--- config.mk ---
export PLATFORM = sky130hd
export DESIGN_NAME = addr_arbiter_mux_flat
export DESIGN_NICKNAME = d
export VERILOG_FILES = /design/src/rtl/addr_arbiter_mux_if.sv /design/src/rtl/addr_arbiter_mux.sv /design/src/flat_wrapper.sv
export SDC_FILE = /design/constraint.sdc
export NUM_CORES = 1
export LEC_CHECK = 0
export CORE_AREA = 2 2 39 41
export DETAILED_ROUTE_END_ITERATION = 16
export DIE_AREA = 0 0 41 43
export GPL_TIMING_DRIVEN = 0
export PLACE_DENSITY = 0.88
export SYNTH_ARGS = -nofsm -noshare
export SYNTH_HDL_FRONTEND = slang
export SYNTH_SLANG_ARGS = --single-unit
--- constraint.sdc ---
create_clock -name clk -period 3.11 [get_ports clk]
set_input_delay 0.933 -clock clk [delete_from_list [all_inputs] [get_ports clk]]
set_output_delay 0.933 -clock clk [all_outputs]
set_load 0.01 [all_outputs]
--- src/rtl/addr_arbiter_mux_if.sv ---
// Bus bundle between the address requesters (master side) and addr_arbiter_mux (slave side).
// The lock vector exists only when ADDR_ARB_LOCK_EN is defined.
interface addr_arbiter_mux_if #(
  parameter int WIDTH  = 5,
  parameter int NUM_CH = 2
);
  localparam int CH_W = (NUM_CH > 1) ? $clog2(NUM_CH) : 1;

  logic [NUM_CH-1:0]       req;
  logic [NUM_CH*WIDTH-1:0] addr_in;
`ifdef ADDR_ARB_LOCK_EN
  logic [NUM_CH-1:0]       lock;
`endif
  logic [NUM_CH-1:0]       gnt;
  logic [NUM_CH-1:0]       done;
  logic [WIDTH-1:0]        mem_addr;
  logic                    mem_en;
  logic                    busy;
  logic [CH_W-1:0]         cur_ch;

`ifdef ADDR_ARB_LOCK_EN
  modport master (
    output req, addr_in, lock,
    input  gnt, done, mem_addr, mem_en, busy, cur_ch
  );

  modport slave (
    input  req, addr_in, lock,
    output gnt, done, mem_addr, mem_en, busy, cur_ch
  );
`else
  modport master (
    output req, addr_in,
    input  gnt, done, mem_addr, mem_en, busy, cur_ch
  );

  modport slave (
    input  req, addr_in,
    output gnt, done, mem_addr, mem_en, busy, cur_ch
  );
`endif
endinterface

--- src/rtl/addr_arbiter_mux.sv ---
// Registered NUM_CH-way address arbiter/mux in front of the CPU memory port (round-robin or fixed priority).
// Define ADDR_ARB_LOCK_EN to let the channel just served keep the port while it holds lock.
module addr_arbiter_mux #(
  parameter int WIDTH   = 5,
  parameter int NUM_CH  = 2,
  parameter int MEM_LAT = 1,
  parameter int RR      = 1
) (
  input  logic             clk,
  input  logic             rst_n,
  addr_arbiter_mux_if.slave bus
);
  localparam int CH_W  = (NUM_CH > 1) ? $clog2(NUM_CH) : 1;
  localparam int CNT_W = (MEM_LAT > 1) ? $clog2(MEM_LAT) : 1;

  typedef enum logic [1:0] {
    IDLE   = 2'd0,
    ACCESS = 2'd1,
    DONE   = 2'd2
  } state_t;

  state_t            state_reg, state_next;
  logic [CNT_W-1:0]  cnt_reg, cnt_next;
  logic [CH_W-1:0]   ptr_reg, ptr_next;
  logic [NUM_CH-1:0] gnt_reg, gnt_next;
  logic [NUM_CH-1:0] done_reg, done_next;
  logic [WIDTH-1:0]  mem_addr_reg, mem_addr_next;
  logic              mem_en_reg, mem_en_next;
  logic              busy_reg, busy_next;
  logic [CH_W-1:0]   cur_ch_reg, cur_ch_next;

  logic [WIDTH-1:0]  ch_addr [NUM_CH];
  logic [CH_W-1:0]   arb_ch;
  logic [CH_W-1:0]   issue_ch;
  logic              lock_hit;

  for (genvar gi = 0; gi < NUM_CH; gi++) begin : g_addr
    assign ch_addr[gi] = bus.addr_in[gi*WIDTH +: WIDTH];
  end

  // Winner among the requesting channels; only meaningful when |req.
  always_comb begin
    logic          found;
    logic [CH_W-1:0] cand;
    arb_ch = '0;
    found  = 1'b0;
    cand   = '0;
    if (RR != 0) begin
      for (int k = 1; k <= NUM_CH; k++) begin
        cand = CH_W'((int'(ptr_reg) + k) % NUM_CH);
        if (!found && bus.req[cand]) begin
          found  = 1'b1;
          arb_ch = cand;
        end
      end
    end else begin
      for (int i = NUM_CH - 1; i >= 0; i--) begin
        cand = CH_W'(i);
        if (bus.req[cand]) begin
          arb_ch = cand;
        end
      end
    end
  end

`ifdef ADDR_ARB_LOCK_EN
  assign lock_hit = (state_reg == DONE) && bus.lock[cur_ch_reg] && bus.req[cur_ch_reg];
`else
  assign lock_hit = 1'b0;
`endif

  assign issue_ch = lock_hit ? cur_ch_reg : arb_ch;

  always_comb begin
    state_next    = state_reg;
    cnt_next      = cnt_reg;
    ptr_next      = ptr_reg;
    gnt_next      = '0;
    done_next     = '0;
    mem_en_next   = 1'b0;
    busy_next     = busy_reg;
    mem_addr_next = mem_addr_reg;
    cur_ch_next   = cur_ch_reg;

    case (state_reg)
      ACCESS: begin
        if (cnt_reg == '0) begin
          state_next = DONE;
          done_next  = NUM_CH'(1) << cur_ch_reg;
          busy_next  = 1'b0;
        end else begin
          cnt_next = cnt_reg - 1'b1;
        end
      end

      default: begin
        // IDLE and DONE both sample req, giving MEM_LAT+1 spacing when req is held.
        if (|bus.req) begin
          state_next    = ACCESS;
          cnt_next      = CNT_W'(MEM_LAT - 1);
          gnt_next      = NUM_CH'(1) << issue_ch;
          mem_en_next   = 1'b1;
          busy_next     = 1'b1;
          mem_addr_next = ch_addr[issue_ch];
          cur_ch_next   = issue_ch;
          if (!lock_hit && (RR != 0)) begin
            ptr_next = issue_ch;
          end
        end else begin
          state_next = IDLE;
          busy_next  = 1'b0;
        end
      end
    endcase
  end

  always_ff @(posedge clk) begin
    if (!rst_n) begin
      state_reg    <= IDLE;
      cnt_reg      <= '0;
      ptr_reg      <= CH_W'(NUM_CH - 1);
      gnt_reg      <= '0;
      done_reg     <= '0;
      mem_addr_reg <= '0;
      mem_en_reg   <= 1'b0;
      busy_reg     <= 1'b0;
      cur_ch_reg   <= '0;
    end else begin
      state_reg    <= state_next;
      cnt_reg      <= cnt_next;
      ptr_reg      <= ptr_next;
      gnt_reg      <= gnt_next;
      done_reg     <= done_next;
      mem_addr_reg <= mem_addr_next;
      mem_en_reg   <= mem_en_next;
      busy_reg     <= busy_next;
      cur_ch_reg   <= cur_ch_next;
    end
  end

  assign bus.gnt      = gnt_reg;
  assign bus.done     = done_reg;
  assign bus.mem_addr = mem_addr_reg;
  assign bus.mem_en   = mem_en_reg;
  assign bus.busy     = busy_reg;
  assign bus.cur_ch   = cur_ch_reg;

  a_gnt_onehot: assert property (@(posedge clk) disable iff (!rst_n) $onehot0(gnt_reg));
  a_done_onehot: assert property (@(posedge clk) disable iff (!rst_n) $onehot0(done_reg));
  a_en_matches_gnt: assert property (@(posedge clk) disable iff (!rst_n) mem_en_reg == (|gnt_reg));
  a_gnt_single: assert property (@(posedge clk) disable iff (!rst_n) (|gnt_reg) |=> (gnt_reg == '0));
  a_done_single: assert property (@(posedge clk) disable iff (!rst_n) (|done_reg) |=> (done_reg == '0));

endmodule
--- src/flat_wrapper.sv ---
// flat-port wrapper written by rule: the top's interface ports become plain ports
module addr_arbiter_mux_flat 
#(
  parameter int WIDTH   = 5,
  parameter int NUM_CH  = 2,
  parameter int MEM_LAT = 1,
  parameter int RR      = 1
)
  (clk, rst_n, bus_req, bus_addr_in, bus_gnt, bus_done, bus_mem_addr, bus_mem_en, bus_busy, bus_cur_ch);
  addr_arbiter_mux_if #(.WIDTH(WIDTH), .NUM_CH(NUM_CH)) bus_i ();
  input  logic clk;
  input  logic rst_n;
  input wire logic [$bits(bus_i.req)-1:0] bus_req;
  input wire logic [$bits(bus_i.addr_in)-1:0] bus_addr_in;
  output wire logic [$bits(bus_i.gnt)-1:0] bus_gnt;
  output wire logic [$bits(bus_i.done)-1:0] bus_done;
  output wire logic [$bits(bus_i.mem_addr)-1:0] bus_mem_addr;
  output wire logic [$bits(bus_i.mem_en)-1:0] bus_mem_en;
  output wire logic [$bits(bus_i.busy)-1:0] bus_busy;
  output wire logic [$bits(bus_i.cur_ch)-1:0] bus_cur_ch;
  assign bus_i.req = bus_req;
  assign bus_i.addr_in = bus_addr_in;
  assign bus_gnt = bus_i.gnt;
  assign bus_done = bus_i.done;
  assign bus_mem_addr = bus_i.mem_addr;
  assign bus_mem_en = bus_i.mem_en;
  assign bus_busy = bus_i.busy;
  assign bus_cur_ch = bus_i.cur_ch;
  addr_arbiter_mux #(.WIDTH(WIDTH), .NUM_CH(NUM_CH), .MEM_LAT(MEM_LAT), .RR(RR)) u_core (.clk(clk), .rst_n(rst_n), .bus(bus_i));
endmodule
==> metrics.md <==
| Metric | Value |
|---|---|
| Status | `finished clean` |
| Worst EP arrival | `1.28 ns` |
| Pwr dens | `473 nW/um^2` |
| Final setup margin | `between 0.8 and 0.9 ns` |
| Final max-slew violation count | `0` |
| Max Cap Viol | `0` |
| Vias in the first global route | `420` |
| TritonCTS buffer count | `3` |
| Post-Place Setup Slack | `0.833 ns` |
| Period minus WS final | `2.21 ns` |
| Avg Inst Size Synth | `9.96 um^2` |
| Initial drt markers | `3` |
| Ant diodes | `0` |
| Final-report setup violation count | `0` |
| Switching pwr | `0.0950 mW` |
| Final Hold Fails | `0` |
| Hold WS | `0.484 ns` |
| Crit path kind | `reg2out` |
| Boundary Pins | `26` |
| Area used by multi-input combinational logic | `223 um^2` |
| Pre-antenna DRT Iters | `2` |
| Fillers | `133` |
| Area grow syn2layout | `59.5%` |
| Normalized max-slew margin | `76.6%` |
| Share of post-route cells with drive strength above 1 | `approximately 9%` |
| Setup crit start kind | `register` |
| Via density | `4.87` |
| RSZ-0062 raised after global routing | `no` |
| HP Class | `reg2reg` |
| Syn_nets | `64` |
| CTS H-tree lvls | `1` |
| Num rows | `14` |
| Synth Instances | `50` |
| Post-DP HPWL | `803 um` |
| Worst Setup End Kind | `primary output` |
| GRT Residual Overflow | `0` |
| Post-CTS Setup Bufs | `0` |
| Core ar. | `1380 um^2` |
| Post-DP Area | `768 um^2` |
| Synth Register Bits | `13` |
| Pin count of the biggest net entering global routing | `11` |
| Clk slew on worst S/H paths | `0.08 ns` |
| Fmax | `roughly 450 MHz` |
| Final Cell Area | `795 um^2` |
| RD Place Congestion | `around 0.68` |
| Sequential share of the synthesized area | `52.3%` |
| Finished Layout Cells | `95` |
| CTS root buffer | `clkbuf_4` |
| Port Buffers | `25` |
| Syn. warnings | `0` |
| Layout Nets | `94` |
| First-pass GRT wire length | `between 1.5 and 2 mm` |
| Remaining DRCs | `0` |
| Slew at the pin closest to its max-slew limit | `0.351 ns` |
| Synth cell types | `17` |
| Leak | `0.316 nW` |
| Flop pwr share | `49.8%` |
| Worst Path Max Fanout | `4` |
| Max clock buf depth | `2` |
| Later-pin clock latency in the skew report | `0.27 ns` |
| Power Internal | `0.281 mW` |
| Final Cycle Share | `71.2%` |
| Initial antenna violation count | `0` |
| Hold-fix buffers, CTS | `0` |
| Core Util, Final | `57.4%` |
| GRT Total Usage | `14.8%` |
| Placed cell count | `91` |
| Design Power | `0.376 mW` |
| ANT nets after route | `0` |
| Vias | `463` |
| Mapped Area | `498 um^2` |
| Total Routed Length | `1.00 mm` |
| Clk pwr share | `about 28%` |
| Routed len/inst | `10.5 um` |
| Starting Density | `36.0%` |
| Max IR drop VDD | `roughly 0.00019 V` |
| Combinational power share | `22.7%` |
| Die ar. | `1760 um^2` |
| Worst EP required | `2.18 ns` |
| Fin Setup TNS | `0 ns` |
| Worst Skew | `0.00759 ns` |
| Max reg flops | `5` |
| CTS resizes | `0` |
| Die Height | `43 um` |
| CTS sink count | `13` |
| CTS tree | `built` |
| Switching share of total power | `25.3%` |
| Reg area | `around 260 um^2` |
| Die W | `roughly 40 um` |
==> power by group through the flow <==
stage / Clock [mW] / Combinational (mW) / Sequential [mW]
after floorplan: 0 / 0.0324 / 0.196
after global placement: 0 / 0.0841 / 0.191
after detailed placement: 0 / 0.0863 / 0.191
after CTS: 0.105 / 0.0865 / 0.187
after global routing: 0.113 / 0.0942 / 0.189
final: 0.104 / 0.0854 / 0.187
==> worst paths after layout <==
| kind | endpoint | from | slack [ns] | cells past startpoint |
|---|---|---|---|---|
| min reg2reg | u_core.bus.done[0] | u_core.bus.cur_ch | 0.48 | 1 |
| min | u_core.bus.done[0] | u_core.bus.cur_ch | 0.48 | 1 |
| max reg2reg | u_core.bus.mem_addr[3] | u_core.state_reg[1] | 1.90 | 4 |
| max | bus_mem_en | u_core.bus.busy | 0.90 | 2 |
==> Yosys cell counts <==
cell type	number	area share, %
buf_4	1	1.5
clkbuf_1	1	0.75
mux2i_1	5	10
and3_1	2	2.5
a21oi_1	7	7.0
and3_2	1	1.5
a21boi_4	1	3.8
nand2b_1	1	1.3
dfxtp_1	13	52
o21ai_0	2	2.0
nand2_1	2	1.5
inv_1	1	0.75
nor2_1	4	3.0
or2_2	1	1.3
nor2b_1	1	1.3
nor3_1	2	2.0
a211oi_1	5	7.5
==> cell type report <==
| class | instances | share of cell area [%] |
|---|---|---|
| clock buffers | 4 | 3.31 |
| well taps | 16 | 2.52 |
| repair buffers | 25 | 31.5 |
| plain buffers | 2 | 1.42 |
| multi-input cells | 34 | 28.0 |
| inverters | 1 | 0.472 |
| flip-flops and latches | 13 | 32.8 |
==> placed cells by master, fill, tap and decap left out, types with 2 or more instances in the layout <==
cell / instances
mux2i_1: 5
clkbuf_1: 2
nor3_1: 2
nor2_1: 4
a21oi_1: 7
nand2_1: 2
a211oi_1: 5
clkbuf_4: 3
o21ai_0: 2
dfxtp_1: 13
clkdlybuf4s50_1: 25
and3_1: 2
==> layer usage <==
layer  global-route usage (%)  vias up  routed length [um]
li1                         -      237                   -
met1                     15.7      203                 377
met2                     24.4       19                 526
met3                     4.71        4                  76
met4                     8.00        0                  22
met5                        0        -                   0
==> critical path, stage by stage (launching register included) <==
cell,delay [ns]
dfxtp_1,0.37
buf_4,0.12
clkdlybuf4s50_1,0.52
==> cell families after synthesis <==
family | after synthesis | share of synthesized area (%)
flops | 13 | 52.3
simple gates | 14 | 14.3
mux | 5 | 10.1
buf+inv | 3 | 3.01
compound gates | 15 | 20.4
Note: power is estimated with default switching activity, not from simulation.
==> RTL edit 1 (same flow settings) <==
The 3 states of `state_t` get a one-hot encoding in 3 bits.
--- a/src/rtl/addr_arbiter_mux.sv
+++ b/src/rtl/addr_arbiter_mux.sv
@@ -14,8 +14,8 @@
   localparam int CNT_W = (MEM_LAT > 1) ? $clog2(MEM_LAT) : 1;
 
-  typedef enum logic [1:0] {
-    IDLE   = 2'd0,
-    ACCESS = 2'd1,
-    DONE   = 2'd2
+  typedef enum logic [2:0] {
+    IDLE   = 3'b001,
+    ACCESS = 3'b010,
+    DONE   = 3'b100
   } state_t;
 
Formal check against the unedited RTL: same outputs for any inputs over 10 cycles, from zero or initial values and one cycle with rst_n low; not proved beyond that.
==> RTL edit 1 against the unedited design <==
Total power up 7.7%; design area up 6.0%; routed wire length up 6.6%; utilization up 3.4 points; combinational power down 2%; worst setup slack better by 98 ps; largest cell class is now sequential cells; highest routed layer is now met3; area after synthesis up 9.3%; sequential cell count up 2.
==> RTL edit 1: results (changes against the unedited design) <==
[synth]
synthTopCellsByArea=dfxtp_1 (55%), mux2i_1 (9.2%), a22oi_1 (6.9%)  ; was dfxtp_1 (52%), mux2i_1 (10%), a211oi_1 (7.5%)
syn_avg_cell_area_sq_um=10.7  ; was 9.96 sq um
ys_top_cells_by_count=dfxtp_1 (15), nand2_1 (6), a22oi_1 (5), mux2i_1 (5), nor2_1 (3)  ; was dfxtp_1 (13), a21oi_1 (7), a211oi_1 (5), mux2i_1 (5), nor2_1 (4)
yosysUniqueCellTypes=20  ; was 17
ys_seq_area_frac=0.552  ; was 0.523
synthMuxAreaShare=0.0920  ; was 0.101

[routing]
wl_met2_um=559  ; was 526 um
dr_wl_met3_um=59  ; was 76 um
wl_um=1070  ; was 1000 um
dr_total_vias=476  ; was 463
avgRoutedWirePerCell_um=11.1  ; was 10.5 um
drt-met1-wl_um=449  ; was 377 um
dr.pass1.iters=2  ; unchanged

[global_routing]
gr-usage-all-layers=0.154  ; was 0.148
grt.met1_usage=0.166  ; was 0.157
first_global_vias=427  ; was 420
grt_use_met3=0.0471  ; unchanged
grt_util_met2=0.253  ; was 0.244
grt_pass1_wl_um=1790  ; was 1760 um

[placement]
place_hpwl_um=833  ; was 803 um
place_inst=92  ; was 91
place.gp.congestion=0.641  ; was 0.677
place_ws_ps=800  ; was 833 ps

[power_and_ir_drop]
seqPwrFrac=0.532  ; was 0.498
leakagePower_nw=0.357  ; was 0.316 nW
clkPwrFrac=0.261  ; was 0.275
ir_worst_vdd_uv=199  ; was 185 uV

[worst_setup_path]
worstRegToRegCells=3  ; was 4
critPathMaxStageDelay_ps=540  ; was 520 ps
arrival_ps=1180  ; was 1280 ps
crit_start=u_core.bus.cur_ch$_SDFFE_PN0P_  ; was u_core.bus.busy$_SDFF_PN0_
cp_max_fo=4  ; unchanged
r2r_start=u_core.bus.busy$_SDFF_PN0_  ; was u_core.state_reg[1]$_SDFF_PN0_

[final_layout]
regArea_sq_um=300  ; was 260 sq um
final_layout_size_suffix_gt1_frac=0.100  ; was 0.0886
nets=95  ; was 94
n_fill_cell=126  ; was 133

[sta]
worst_clock_skew_ps=2.84  ; was 7.59 ps
tightest_slew_ps=486  ; was 351 ps

[outcome]
outcome=finished, final reports clean  ; unchanged

==> RTL edit 1: changes by cell type in the layout (fill, tap and decap cells not counted), sizes merged, moves of 2 or more <==
cell    delta
a21oi      -6
a22oi      +5
nand2      +4
nor3       -2
dfxtp      +2
a211oi     -5
==> RTL edit 1: cell type report <==
cell class | count | share of cell area
multi-input combinational | 33 | 0.276
clock inverter | 1 | 0.00594
buffer | 1 | 0.00446
inverter | 2 | 0.00892
sequential | 15 | 0.357
clock buffer | 3 | 0.0267
timing repair buffer | 25 | 0.297
tap | 16 | 0.0238
==> RTL edit 1: worst paths after layout <==
path	slack, ps	end
max reg2reg	1840	u_core.bus.mem_addr[4]$_SDFFE_PN0P_
min reg2reg	460	u_core.bus.done[0]$_SDFF_PP0_
min	460	u_core.bus.done[0]$_SDFF_PP0_
max	990	bus_cur_ch
==> RTL edit 1: logic make-up after synthesis <==
group | after synthesis
compound gates | 11
buf+inv | 3
flops | 15
mux | 5
simple gates | 17
==> RTL edit 2 (config.mk and constraints unchanged) <==
Without the edit above. `RR` is set to 1 in 2 places; all go to 0.
--- a/src/rtl/addr_arbiter_mux.sv
+++ b/src/rtl/addr_arbiter_mux.sv
@@ -5,5 +5,5 @@
   parameter int NUM_CH  = 2,
   parameter int MEM_LAT = 1,
-  parameter int RR      = 1
+  parameter int RR      = 0
 ) (
   input  logic             clk,
--- a/src/flat_wrapper.sv
+++ b/src/flat_wrapper.sv
@@ -5,5 +5,5 @@
   parameter int NUM_CH  = 2,
   parameter int MEM_LAT = 1,
-  parameter int RR      = 1
+  parameter int RR      = 0
 )
   (clk, rst_n, bus_req, bus_addr_in, bus_gnt, bus_done, bus_mem_addr, bus_mem_en, bus_busy, bus_cur_ch);
Formal check against the unedited RTL: not equivalent (a bounded check fails within 4 cycles, from zero or initial values and one cycle with rst_n low).
==> RTL edit 2 against the unedited design <==
Area after synthesis fell by 0.75%; largest cell class unchanged; first-iteration DRC count up 33%; sequential share of layout area up 0.16 points; sequential cell count did not move; count of clock-buffer cells in the layout did not move; total power fell by 4.1%; highest routed layer is now met3; non-clock buffer count decreased by 1; design area shrank 0.47%; routed wire length is 7.6% lower; worst hold slack worse by 8.0 ps; worst setup slack better by 44 ps; critical path depth fell by 1; critical endpoint is now bus_cur_ch.
==> RTL edit 2: results (changes against the unedited design) <==
[placement]
detailed_place.area_sq_um=764  ; was 768 sq um
place.gp.congestion=0.644  ; was 0.677
place_inst=79  ; was 91
place_ws_ps=962  ; was 833 ps

[final_layout]
final_layout_size_suffix_gt1_frac=0.164  ; was 0.0886
flops_and_latches=13  ; unchanged
buf_share=0.335  ; was 0.329
fin_area_sq_um=791  ; was 795 sq um
nMultiInputCombCells=22  ; was 34
antenna_cells=0  ; unchanged
nets=82  ; was 94
multi_input_area_share=0.267  ; was 0.280
clk_share=0.0332  ; was 0.0331
signal_buffers=26  ; was 27
n_fill_cell=137  ; was 133
inv_count=2  ; was 1

[power_and_ir_drop]
combinationalPowerShare=0.208  ; was 0.227
leakagePower_nw=0.340  ; was 0.316 nW
p_sw_mw=0.0847  ; was 0.0950 mW
clkPwrFrac=0.283  ; was 0.275
ir_worst_vdd_uv=223  ; was 185 uV

[synth]
synth_compound_area_frac=0.159  ; was 0.204
ys_top_cells_by_count=dfxtp_1 (13), mux2i_1 (5), o2bb2ai_1 (5), nor2b_1 (2)  ; was dfxtp_1 (13), a21oi_1 (7), a211oi_1 (5), mux2i_1 (5), nor2_1 (4)
ys_seq_area_frac=0.527  ; was 0.523
syn-num-nets=52  ; was 64
async_reset_ff_frac=0  ; unchanged
synthMuxAreaShare=0.101  ; about the same
netlist_area_sq_um=494  ; was 498 sq um
synthTopCellsByArea=dfxtp_1 (53%), mux2i_1 (10%), o2bb2ai_1 (8.9%)  ; was dfxtp_1 (52%), mux2i_1 (10%), a211oi_1 (7.5%)
syn_inst=38  ; was 50

[sta]
slew_headroom=0.844  ; was 0.766
whs_ps=476  ; was 484 ps
min_period_ps=2170  ; was 2210 ps
worst_clock_skew_ps=7.19  ; was 7.59 ps

[worst_setup_path]
worstRegToRegCells=3  ; was 4
regToRegSetupSlack_ps=2090  ; was 1900 ps
r2r-end=u_core.bus.cur_ch$_SDFFE_PN0P_  ; was u_core.bus.mem_addr[3]$_SDFFE_PN0P_
r2r_start=u_core.bus.busy$_SDFF_PN0_  ; was u_core.state_reg[1]$_SDFF_PN0_
critPathMaxStageDelay_ps=560  ; was 520 ps

[global_routing]
first_global_vias=378  ; was 420
grt_util_met2=0.219  ; was 0.244
gr-usage-all-layers=0.137  ; was 0.148
grt_use_met3=0.0628  ; was 0.0471
grt_max_degree=10  ; was 11
grt_pass1_wl_um=1580  ; was 1760 um
grt.met1_usage=0.146  ; was 0.157

[clock_tree]
cts-root-buf=clkbuf_4  ; unchanged
post_cts_buffers=0  ; unchanged

[routing]
wl_um=926  ; was 1000 um
dr.pass1.iters=4  ; was 2
drt_iter0_drc=4  ; was 3
avgRoutedWirePerCell_um=11.2  ; was 10.5 um
avgViaCountPerCell=4.41  ; was 4.87

[outcome]
outcome=finished, final reports clean  ; unchanged

[min_path]
hold_end=u_core.bus.mem_addr[3]$_SDFFE_PN0P_  ; was u_core.bus.done[0]$_SDFF_PP0_
hold_start=u_core.bus.mem_addr[3]$_SDFFE_PN0P_  ; was u_core.bus.cur_ch$_SDFFE_PN0P_
min_path_type=flop to flop  ; unchanged

[RTL edit 2: layer usage]
layer,up-vias,part of all wire
li1,191,-
met1,158,0.43
met2,17,0.49
met3,0,0.082
met4,0,0
met5,-,0
[RTL edit 2: how the worst max path moves through the flow]
stage | startpoint | depth (start not counted) | end
2_1_floorplan | bus_req[1] | 3 | u_core.bus.cur_ch$_SDFFE_PN0P_
3_5_place_dp | bus_req[0] | 5 | u_core.bus.mem_addr[4]$_SDFFE_PN0P_
6_report | u_core.bus.cur_ch$_SDFFE_PN0P_ | 1 | bus_cur_ch
3_3_place_gp | bus_req[0] | 5 | u_core.bus.mem_addr[2]$_SDFFE_PN0P_
5_1_grt | u_core.bus.cur_ch$_SDFFE_PN0P_ | 1 | bus_cur_ch
4_1_cts | u_core.bus.cur_ch$_SDFFE_PN0P_ | 1 | bus_cur_ch
